### config.mk
export PLATFORM = sky130hd
export DESIGN_NAME = window_trap_sequencer
export DESIGN_NICKNAME = d
export VERILOG_FILES = /design/src/rtl/window_trap_sequencer.sv
export SDC_FILE = /design/constraint.sdc
export NUM_CORES = 1
export LEC_CHECK = 0
export ABC_AREA = 1
export CORE_UTILIZATION = 30
export DETAILED_ROUTE_END_ITERATION = 7
export HOLD_SLACK_MARGIN = 0.08
export PLACE_DENSITY = 0.64
export SYNTH_ARGS = -nofsm -noshare
export SYNTH_HDL_FRONTEND = slang
export SYNTH_SLANG_ARGS = --single-unit
### constraint.sdc
create_clock -name Clk -period 13.07 [get_ports Clk]
set_input_delay 2.614 -clock Clk [delete_from_list [all_inputs] [get_ports Clk]]
set_output_delay 2.614 -clock Clk [all_outputs]
set_load 0.01 [all_outputs]
### src/rtl/window_trap_sequencer.sv
// Register-window SAVE/RESTORE sequencer: drives the window trap generator, commits CWP,
// or performs window_overflow/window_underflow trap entry (PSR, CWP, r17/r18, TBR, redirect).
module window_trap_sequencer #(
   parameter int NWINDOWS = 4,
   parameter int CWP_W    = 5
) (
   input  logic             Clk,
   input  logic             Clr,
   input  logic             save_req,
   input  logic             restore_req,
   input  logic             overFlow,
   input  logic             underFlow,
   input  logic [31:0]      pc_in,
   input  logic [31:0]      npc_in,
   input  logic [19:0]      tba_in,
   output logic             tg_enable,
   output logic             tg_bitDir,
   output logic [CWP_W-1:0] cwp,
   output logic             psr_et,
   output logic             psr_s,
   output logic             psr_ps,
   output logic [31:0]      tbr_out,
   output logic             rf_we,
   output logic [4:0]       rf_waddr,
   output logic [31:0]      rf_wdata,
   output logic             pc_load,
   output logic [31:0]      pc_new,
   output logic             busy,
   output logic             done,
   output logic             error_mode
);

   typedef enum logic [3:0] {
      IDLE, CHECK, EVAL, COMMIT, TRAP_PSR, SAVE_PC, SAVE_NPC, REDIRECT, ERROR
   } state_t;

   state_t      state;
   logic        dir;
   logic [7:0]  tt;
   logic [31:0] pc_q;
   logic [31:0] npc_q;

   function automatic logic [CWP_W-1:0] cwp_inc(input logic [CWP_W-1:0] c);
      if (c == CWP_W'(NWINDOWS - 1)) return '0;
      return c + CWP_W'(1);
   endfunction

   function automatic logic [CWP_W-1:0] cwp_dec(input logic [CWP_W-1:0] c);
      if (c == '0) return CWP_W'(NWINDOWS - 1);
      return c - CWP_W'(1);
   endfunction

   assign tg_bitDir = dir;
   assign tbr_out   = {tba_in, tt, 4'b0000};
   assign busy      = (state != IDLE) && (state != ERROR);

   // Outputs are registered: each state's strobes are set on the edge that enters it.
   always_ff @(posedge Clk or posedge Clr) begin
      if (Clr) begin
         state      <= IDLE;
         dir        <= 1'b0;
         tt         <= 8'h00;
         pc_q       <= '0;
         npc_q      <= '0;
         cwp        <= '0;
         psr_et     <= 1'b1;
         psr_s      <= 1'b1;
         psr_ps     <= 1'b0;
         tg_enable  <= 1'b0;
         rf_we      <= 1'b0;
         rf_waddr   <= '0;
         rf_wdata   <= '0;
         pc_load    <= 1'b0;
         pc_new     <= '0;
         done       <= 1'b0;
         error_mode <= 1'b0;
      end else begin
         tg_enable <= 1'b0;
         rf_we     <= 1'b0;
         pc_load   <= 1'b0;
         done      <= 1'b0;
         case (state)
            IDLE: begin
               if (save_req || restore_req) begin
                  dir       <= save_req;
                  pc_q      <= pc_in;
                  npc_q     <= npc_in;
                  tg_enable <= 1'b1;
                  state     <= CHECK;
               end
            end
            CHECK: state <= EVAL;
            EVAL: begin
               if (overFlow || underFlow) begin
                  if (!psr_et) begin
                     error_mode <= 1'b1;
                     state      <= ERROR;
                  end else begin
                     psr_ps <= psr_s;
                     psr_s  <= 1'b1;
                     psr_et <= 1'b0;
                     cwp    <= cwp_inc(cwp);
                     tt     <= overFlow ? 8'h05 : 8'h06;
                     state  <= TRAP_PSR;
                  end
               end else begin
                  cwp   <= dir ? cwp_inc(cwp) : cwp_dec(cwp);
                  done  <= 1'b1;
                  state <= COMMIT;
               end
            end
            COMMIT: state <= IDLE;
            // r17/r18 land in the new window selected during TRAP_PSR.
            TRAP_PSR: begin
               rf_we    <= 1'b1;
               rf_waddr <= 5'd17;
               rf_wdata <= pc_q;
               state    <= SAVE_PC;
            end
            SAVE_PC: begin
               rf_we    <= 1'b1;
               rf_waddr <= 5'd18;
               rf_wdata <= npc_q;
               state    <= SAVE_NPC;
            end
            SAVE_NPC: begin
               pc_load <= 1'b1;
               pc_new  <= tbr_out;
               done    <= 1'b1;
               state   <= REDIRECT;
            end
            REDIRECT: state <= IDLE;
            ERROR:    state <= ERROR;
            default:  state <= IDLE;
         endcase
      end
   end

endmodule

== Word level (Yosys, flattened, before mapping) ==
Cells that the tools add are included.
Word-level totals
  bits of input ports: 90
  bits in latches: 0
  bits in registers: 154
  output and inout port bits: 116
  word-level logic and storage cells: 72
  memory bits (writable): 0
  memory bits (read-only): 0
  memories: 0
Cells by class
  muxes and demuxes: 30
  reductions and logical operators: 13
  shift-type cells: 0
  eq/ne operators: 10
  $add $sub $neg: 2
  order comparisons: 0
  bitwise gates (word level): 1
  div/mod/pow operators: 0
  multiply operators: 0
Operators by type and width (number)
  $pmux W32 S2: 1
  $mux W5: 8
  $pmux W4 S7: 1
  $mux W1: 14
  $eq A4 B3 Y1 const B: 3
  $mux W4: 3
  $pmux W5 S2: 1
  $reduce_and A2 Y1: 3
  $reduce_and A3 Y1: 2
  $add A5 B1 Y5 const B: 1
  $eq A5 B2 Y1 const B: 1
  $logic_not A5 Y1: 1
  $sub A5 B1 Y5 const B: 1
  $eq A4 B1 Y1 const B: 1
  $eq A4 B2 Y1 const B: 1
  $eq A4 B4 Y1 const B: 1
  $logic_not A4 Y1: 1
  $ne A2 B2 Y1 const B: 2
  $ne A4 B4 Y1 const B: 1
  $reduce_bool A4 Y1: 1
  $logic_or A1 B1 Y1: 2
  $mux W2: 1
  $pmux W1 S2: 1
  $reduce_bool A2 Y1: 1
  3 further kinds: 3

== Depth between registers and ports, before layout ==
Gate-level depths: netlist of the first run.
  word-level depth: 8
  depth in mapped cells: 9
  gate-level depth less buffers: 9

== Worst setup path after synthesis of the first run ==
No wires, ideal clock.
  kind: input port to output port
  start: input tba_in[0]
  end: output tbr_out[12]
  path slack: 7.723 ns
  buffers on the path: 1
  cell stages on the path: 1
  arrival: 2.733 ns
  path through: buf_4
RTL lines
  start, declared: line 15  | input logic [19:0] tba_in,
  end, declared: line 22  | output logic [31:0] tbr_out,
No word-level cell between the ends.

== Final worst setup path of the first run ==
  start: input tba_in[8]
  end: output tbr_out[20]
No word-level cell between the ends.

==> results.sh, run 1 <==
export IMPL_outcome="finished clean"
export IMPL_diodes=0
export IMPL_syn_to_final_growth_pct=39.1
export IMPL_layout_nets=964
export IMPL_post_cts_buffers=0
export IMPL_cpPeakStageDelay_ns=0.54
export IMPL_drc_errors=0
export IMPL_synth_top_area_cell="dfrtp_1"
export IMPL_synth_edf_count=0
export IMPL_chipHeight_um=144
export IMPL_ys_seq_elements=141
export IMPL_tns_ns=0
export IMPL_dp_final_hpwl_um=9600
export IMPL_finalClockSkew_ns=0.0101
export IMPL_slowest_stage="clkdlybuf4s50_1"
export IMPL_instances_no_fill=1150
export IMPL_overflow=0
export IMPL_grt_usage_pct=14.9
export IMPL_die_x_um=144
export IMPL_dp_cells=1118
export IMPL_irDropWorstVdd_mv=0.0815
export IMPL_synth_ff_type="dfrtp_1"
export IMPL_synth_area_leaders="dfrtp_1, nand2_1, buf_4"
export IMPL_r2r_slack_ns=10.93
export IMPL_drive_gt1_share_pct=5.54
export IMPL_start_util_pct=30.9
export IMPL_crit_buf_inv=2
export IMPL_crit_path_frequent_cell="clkdlybuf4s50_1"
export IMPL_rows=51
export IMPL_drt_initial_drc_count=226
export IMPL_cts_tree="built"
export IMPL_critPathKind="in2out"
export IMPL_tightest_slew_ns=0.863
export IMPL_cp_data_required_time_ns=10.46
export IMPL_worst_path_stages=2
export IMPL_setup_slack_ns=6.79
export IMPL_vias_per_cell=4.21
export IMPL_dpl_worst_slack_ns=6.79
export IMPL_r2r_start="state[1]"
export IMPL_grt_max_degree=80
export IMPL_avgSynthCellArea_um2=8.50
export IMPL_dieArea_mm2=0.0208
export IMPL_grt_first_pass_wirelength_um=23600
export IMPL_hold_class="reg2reg"
export IMPL_detail_route_antenna_nets=0
export IMPL_hold_slack_ns=0.474
export IMPL_critPathArrivalTime_ns=3.67
export IMPL_netlist_area_leader_share_pct=57.6
export IMPL_cp_cell_sequence="clkdlybuf4s50_1 > clkdlybuf4s50_1"
export IMPL_synth_area_mm2=0.00608
export IMPL_synth_most_common_cell="nand2_1"
export IMPL_path_delay_family="buffers and inverters"
export IMPL_netlist_top_cells_count="nand2_1, dfrtp_1, buf_4"
export IMPL_clock_sinks=141
export IMPL_async_flop_share_pct=100
export IMPL_core_area_mm2=0.0197
export IMPL_cts_root_buffer="clkbuf_16"
export IMPL_startpoint="tba_in[8]"
export IMPL_grt_pass1_vias=4526
export IMPL_drv_cap=0
export IMPL_clock_path_buffers=2
export IMPL_crit_path_max_fanout=2
export IMPL_critPathLaunchType="primary input"
export IMPL_r2r_cells=7
export IMPL_fmax_mhz=159
export IMPL_relSlewSlack_pct=42.2
export IMPL_gp_congestion=0.823
export IMPL_whs_path_depth=2
export IMPL_rsz0062_at_grt="false"
export IMPL_cts_buffers=17
export IMPL_cts_clk_slew_worst_paths_ns=0.05
export IMPL_pin_count=206
export IMPL_first_pass_iters=4
export IMPL_wl_per_cell_um=12.9
export IMPL_end_kind="primary output"
export IMPL_antenna_found_initial=0
export IMPL_cellLeakagePower_nw=4.16
export IMPL_ys_warn_count=0
export IMPL_cts_resized=0
export IMPL_wirelength_um=14900
export IMPL_min_from="pc_new[20]"
export IMPL_postSynthCellCount=715
export IMPL_ys_types=27
export IMPL_final_max_slew_viol_count=0
export IMPL_num_vias=4844
export IMPL_finalHoldViolations=0
export IMPL_finalSetupViolations=0
export IMPL_insertion_delay_ns=0.42
export IMPL_seq_area_frac_synth_pct=58.1
export IMPL_finalCriticalPeriod_ns=6.28
export IMPL_h_tree_depth=4
export IMPL_postCtsHoldBufs=0
export IMPL_post_route_period_util_pct=48.1
export IMPL_powerDensity_mw_per_mm2=171
export IMPL_io_buffer_count=184
[area by class of cell]
class	instances	area, um2
fill	2007	11200
sequential	141	3530
multi-input combinational	495	2010
timing repair buffer	188	1870
clock buffer	24	512
tap	265	332
inverter	29	116
clock inverter	8	78.8
[per-stage QoR]
stage          util (%)  total power, W  instance area [um2]
5_1_grt            43.0         0.00155                 8450
6_report           43.0         0.00145                 8450
2_1_floorplan         -        0.000886                 6150
3_5_place_dp       40.0        0.000983                 7860
4_1_cts            43.0         0.00147                 8450
3_3_place_gp       40.0        0.000970                 7860
[flip-flops by register name, indices dropped and copies added, names as in the netlist]
signal	count
rf_we	1
tg_bitDir	1
done	1
error_mode	1
pc_load	1
pc_q	32
tg_enable	1
npc_q	32
pc_new	23
psr_et	1
cwp	5
rf_waddr	3
tt	3
rf_wdata	32
state	4
[tightest hold or removal path, stage by stage, from the launching register on]
cell,delay [ns]
dfrtp_1,0.34
nand2_1,0.05
nand2_1,0.05
[cells in the final DEF, fill, tap and decap left out, drive strengths merged]
| cell | netlist | routed |
|---|---|---|
| buf | 67 | 4 |
| or2 | 1 | 1 |
| nand3 | 40 | 40 |
| nand4 | 1 | 1 |
| xor2 | 3 | 3 |
| conb | 2 | 21 |
| dfrtp | 140 | 140 |
| clkinvlp | 0 | 1 |
| bufinv | 0 | 1 |
| clkbuf | 2 | 24 |
| o21ai | 13 | 13 |
| ha | 2 | 2 |
| nor3 | 1 | 1 |
| clkdlybuf4s50 | 0 | 184 |
| clkinv | 0 | 4 |
| inv | 29 | 31 |
| o221ai | 2 | 2 |
| o311ai | 1 | 1 |
| nand2 | 394 | 394 |
| nor2 | 16 | 16 |
| dfstp | 1 | 1 |
[cell families (layout without fill, tap and decap cells)]
group	count (synthesis)	after routing	synth area share, %
buf+inv	98	249	10.0
xor+xnor	3	3	0.432
simple gates	453	453	29.3
fa+ha+maj	2	2	0.412
other cells	2	21	0.124
compound gates	16	16	1.69
flops	141	141	58.1
[final timing paths]
path,end
max reg2reg,npc_q[19]
max in group asynchronous,pc_q[7]
min in group asynchronous,tg_enable
max,tbr_out[20]
min,pc_new[20]
min reg2reg,pc_new[20]
[report_power, final]
part	switching (W)	internal, W	total, W	leakage [nW]
combinational	0.000215	0.000137	0.000352	2.13
sequential	0.0000650	0.000549	0.000614	1.74
clock	0.000186	0.000293	0.000480	0.293
[per-layer routing]
layer	global-route usage [%]	up-vias	wire, um
met5	0	-	0
met1	19.4	2261	6850
met2	23.8	141	6940
li1	-	2433	-
met3	4.97	9	989
met4	3.66	0	107
Power figures use the tool's default switching activity.
==> run 2, diff against run 1 <==
- clock period: 13.07 -> 5.92 ns (I/O delays scaled with it)
==> run 2 against run 1 <==
Register-to-register slack worse by 7.2 ns. Core utilization about the same. Worst hold slack worse by 0.0035 ns. Die area unchanged. Cell count about the same. Highest routed layer unchanged. Total power up 120%. Clock-buffer cell count down 4. Clock power up 130%. Clock skew down 0.0052 ns. First-iteration DRC count up 23%. Largest power group unchanged. Non-clock buffer count unchanged. Sequential share of layout area about the same.
==> results.sh, run 2 (synthesis results as in run 1) <==
export IMPL_crit_path_frequent_cell="clkdlybuf4s50_1"
export IMPL_critPathKind="in2out"
export IMPL_dp_final_hpwl_um=9750
export IMPL_relSlewSlack_pct=34.5
export IMPL_pin_count=206
export IMPL_r2r_cells=7
export IMPL_grt_usage_pct=15.3
export IMPL_final_common_cell="nand2_1"
export IMPL_vias_per_cell=4.26
export IMPL_finalHoldViolations=0
export IMPL_dieArea_mm2=0.0208
export IMPL_drive_gt1_share_pct=5.43
export IMPL_clock_path_buffers=2
export IMPL_critPathArrivalTime_ns=2.24
export IMPL_fillerInstances=1969
export IMPL_grt_pass1_vias=4819
export IMPL_rsz0062_at_grt="false"
export IMPL_clock_sinks=141
export IMPL_drt_initial_drc_count=277
export IMPL_chipHeight_um=144
export IMPL_finalCriticalPeriod_ns=3.42
export IMPL_powerDensity_mw_per_mm2=382
export IMPL_grt_max_degree=108
export IMPL_r2r_slack_ns=3.76
export IMPL_slowest_stage="clkdlybuf4s50_1"
export IMPL_cts_root_buffer="clkbuf_16"
export IMPL_post_route_period_util_pct=57.8
export IMPL_cts_clk_slew_worst_paths_ns=0.06
export IMPL_cts_buffers=17
export IMPL_drc_errors=0
export IMPL_overflow=0
export IMPL_grt_first_pass_wirelength_um=24300
export IMPL_rows=51
export IMPL_detail_route_antenna_nets=0
export IMPL_crit_buf_inv=2
export IMPL_routed_top_layer="met4"
export IMPL_gp_congestion=0.834
export IMPL_num_vias=4895
export IMPL_wl_met2_um=7150
export IMPL_regArea_mm2=0.00353
export IMPL_post_cts_buffers=0
export IMPL_irDropWorstVdd_mv=0.193
export IMPL_cpPeakStageDelay_ns=0.55
export IMPL_mostFrequentLayoutCells="nand2_1, clkdlybuf4s50_1, dfrtp_1"
export IMPL_tightest_slew_ns=0.982
export IMPL_instances_no_fill=1149
export IMPL_finalClockSkew_ns=0.00485
export IMPL_fmax_mhz=292
export IMPL_path_delay_family="buffers and inverters"
export IMPL_start_util_pct=30.9
export IMPL_diodes=0
export IMPL_die_x_um=144
export IMPL_end_kind="primary output"
export IMPL_final_max_slew_viol_count=0
export IMPL_top_regs="npc_q (32), pc_q (32), rf_wdata (32)"
export IMPL_antenna_found_initial=0
export IMPL_cp_cell_sequence="clkdlybuf4s50_1 > clkdlybuf4s50_1"
export IMPL_layout_nets=964
export IMPL_crit_path_max_fanout=2
export IMPL_insertion_delay_ns=0.41
export IMPL_tns_ns=0
export IMPL_h_tree_depth=4
export IMPL_dp_cells=1118
export IMPL_core_area_mm2=0.0197
export IMPL_first_pass_iters=4
export IMPL_multi_input_area_mm2=0.00201
export IMPL_finalSetupViolations=0
export IMPL_outcome="finished clean"
export IMPL_wirelength_um=15200
export IMPL_cp_data_required_time_ns=4.74
export IMPL_io_buffer_count=184
export IMPL_drv_cap=0
export IMPL_cts_resized=0
export IMPL_postCtsHoldBufs=0
export IMPL_cts_tree="built"
export IMPL_wl_met1_um=6980
export IMPL_cellLeakagePower_nw=4.15
export IMPL_syn_to_final_growth_pct=39.2
export IMPL_wl_met3_um=922
export IMPL_critPathLaunchType="primary input"
export IMPL_worst_path_stages=2
export IMPL_wl_per_cell_um=13.2
export IMPL_hold_class="reg2reg"
export IMPL_whs_path_depth=1
## run 2: report_power, final
group	internal (W)	switching (W)
Sequential	0.00121	0.000148
Combinational	0.000303	0.000478
Clock	0.000681	0.000409
## run 2: stage by stage
step	hold WS [ns]	total power (W)	utilization [%]	setup slack (ns)	cell area [um2]
final	0.470	0.00323	43.1	2.50	8460
after floorplan	0.449	0.00196	-	0.956	6150
after global placement	0.448	0.00214	40.0	2.51	7860
after CTS	0.473	0.00328	43.1	2.49	8460
after global routing	0.493	0.00347	43.1	2.47	8460
after detailed placement	0.459	0.00217	40.0	2.49	7860
## run 2: final timing paths
kind,start,endpoint
worst min register to register,rf_waddr[4],rf_waddr[4]
max in group asynchronous,Clr,psr_et
worst max register to register,state[1],pc_q[9]
worst min-delay path,rf_waddr[4],rf_waddr[4]
worst max-delay path,tba_in[5],tbr_out[17]
min in group asynchronous,Clr,npc_q[1]
## run 2: layout make-up
type / count / area share (%)
Clock buffer: 20 / 5.40
Clock inverter: 11 / 1.69
Inverter: 29 / 1.37
Multi-Input combinational cell: 495 / 23.8
Sequential cell: 141 / 41.7
Tap cell: 265 / 3.92
Timing Repair Buffer: 188 / 22.1
## run 2: per-layer routing
layer	up-vias	global-route usage (%)
li1	2440	-
met1	2288	19.5
met2	160	25.5
met3	7	3.91
met4	0	4.27
met5	-	0
==> run 3, diff against run 2 <==
- PLACE_DENSITY: 0.64 -> 0.66
- clock period: 5.92 -> 2.9 ns (I/O delays scaled with it)
==> run 3 against run 2 <==
First-iteration DRC count is 32% lower. Flip-flop and latch count did not move. Sequential power increased by 100%. Largest cell class unchanged.
==> results.sh, run 3 (synthesis results as in run 1) <==
export IMPL_grt_pass1_vias=4736
export IMPL_regArea_mm2=0.00353
export IMPL_detail_route_antenna_nets=0
export IMPL_hold_class="reg2reg"
export IMPL_cts_tree="built"
export IMPL_cts_buffers=17
export IMPL_wl_per_cell_um=13.0
export IMPL_slowest_stage="clkdlybuf4s50_1"
export IMPL_dp_final_hpwl_um=9570
export IMPL_clock_sinks=141
export IMPL_rows=51
export IMPL_hold_slack_ns=0.465
export IMPL_h_tree_depth=4
export IMPL_chipHeight_um=144
export IMPL_cpPeakStageDelay_ns=0.49
export IMPL_outcome="finished clean"
export IMPL_fmax_mhz=454
export IMPL_grt_usage_pct=15.1
export IMPL_grt_first_pass_wirelength_um=24200
export IMPL_r2r_end="pc_new[21]"
export IMPL_cp_endpoint="busy"
export IMPL_powerDensity_mw_per_mm2=794
export IMPL_instances_no_fill=1151
export IMPL_diodes=0
export IMPL_min_from="error_mode"
export IMPL_critPathKind="reg2out"
export IMPL_worst_path_stages=3
export IMPL_drt_initial_drc_count=188
export IMPL_fillerInstances=2011
export IMPL_layout_nets=965
export IMPL_drc_errors=0
export IMPL_relSlewSlack_pct=43.7
export IMPL_startpoint="state[1]"
export IMPL_pin_count=206
export IMPL_overflow=0
export IMPL_postCtsHoldBufs=0
export IMPL_grt_max_degree=74
export IMPL_tightest_slew_ns=0.841
export IMPL_post_route_period_util_pct=76.0
export IMPL_fin_area_mm2=0.00857
export IMPL_insertion_delay_ns=0.41
export IMPL_irDropWorstVdd_mv=0.478
export IMPL_post_cts_buffers=0
export IMPL_critPathLaunchType="flop"
export IMPL_num_vias=4880
export IMPL_rsz0062_at_grt="false"
export IMPL_dieArea_mm2=0.0208
export IMPL_drive_gt1_share_pct=5.76
export IMPL_utilization_pct=43.6
export IMPL_vias_per_cell=4.24
export IMPL_final_common_cell="nand2_1"
export IMPL_dp_cells=1119
export IMPL_crit_buf_inv=1
export IMPL_io_buffer_count=184
export IMPL_first_pass_iters=4
export IMPL_cp_data_required_time_ns=2.32
export IMPL_crit_path_max_fanout=5
export IMPL_critPathArrivalTime_ns=1.62
export IMPL_final_max_slew_viol_count=0
export IMPL_cts_resized=0
export IMPL_placed_cell_area_mm2=0.00791
export IMPL_finalClockSkew_ns=0.00916
export IMPL_antenna_found_initial=0
export IMPL_finalSetupViolations=0
export IMPL_tns_ns=0
export IMPL_finalCriticalPeriod_ns=2.20
export IMPL_gp_congestion=0.811
export IMPL_top_regs="npc_q (32), pc_q (32), rf_wdata (32)"
export IMPL_finalHoldViolations=0
export IMPL_r2r_start="state[3]"
export IMPL_drv_cap=0
export IMPL_clock_path_buffers=2
export IMPL_wirelength_um=15000
export IMPL_r2r_slack_ns=1.09
export IMPL_cts_clk_slew_worst_paths_ns=0.06
export IMPL_multi_input_area_mm2=0.00201
export IMPL_die_x_um=144
export IMPL_cp_cell_sequence="nor2_2 > nand2_1 > clkdlybuf4s50_1"
export IMPL_mostFrequentLayoutCells="nand2_1, clkdlybuf4s50_1, dfrtp_1"
export IMPL_path_delay_family="buffers and inverters"
export IMPL_start_util_pct=30.9
export IMPL_end_kind="primary output"
export IMPL_cts_root_buffer="clkbuf_16"
export IMPL_syn_to_final_growth_pct=41.0
export IMPL_cellLeakagePower_nw=4.20
export IMPL_r2r_cells=5
export IMPL_core_area_mm2=0.0197
[run 3: where the power goes]
group          total [W]  leakage (nW)  switching [W]  internal (W)
logic            0.00159          2.15       0.000973      0.000621
clock network    0.00244         0.320       0.000862       0.00158
registers        0.00277          1.74       0.000298       0.00247
total            0.00681          4.20        0.00213       0.00468
[run 3: worst reg2reg max path: stages (launching register included)]
cell and delay, ns:
dfrtp_1 0.44, nor2_2 0.22, nand2_2 0.37, inv_2 0.50, nand2_1 0.12, nand2_1 0.09
[run 3: metal layers]
layer  routed length (um)  share of wire, %  up-vias  global-route usage (%)
li1                     -                 -     2446                       -
met3                  902               6.0        9                    4.14
met4                  138              0.92        0                    4.71
met2                 7230                48      146                    25.4
met5                    0                 0        -                       0
met1                 6700                45     2279                    18.8
[run 3: layout make-up]
| cell class | instances | area share (%) |
|---|---|---|
| multi-input combinational | 495 | 23.5 |
| clock buffer | 19 | 5.28 |
| timing repair buffer | 189 | 22.4 |
| tap | 265 | 3.87 |
| inverter | 29 | 1.34 |
| sequential | 141 | 41.2 |
| clock inverter | 13 | 2.45 |
[run 3: worst min path at each step]
stage	end	slack (ns)	cells past startpoint
after global routing	rf_wdata[16]	0.49	2
final	error_mode	0.47	2
after global placement	error_mode	0.45	2
after CTS	rf_waddr[1]	0.47	2
after detailed placement	rf_waddr[1]	0.46	2
after floorplan	npc_q[0]	0.45	2
[run 3: through the flow]
stage,setup slack (ns),total power (W)
2_1_floorplan,0.558,0.00399
3_3_place_gp,0.695,0.00438
3_5_place_dp,0.693,0.00442
4_1_cts,0.674,0.00691
5_1_grt,0.606,0.00731
6_report,0.696,0.00681
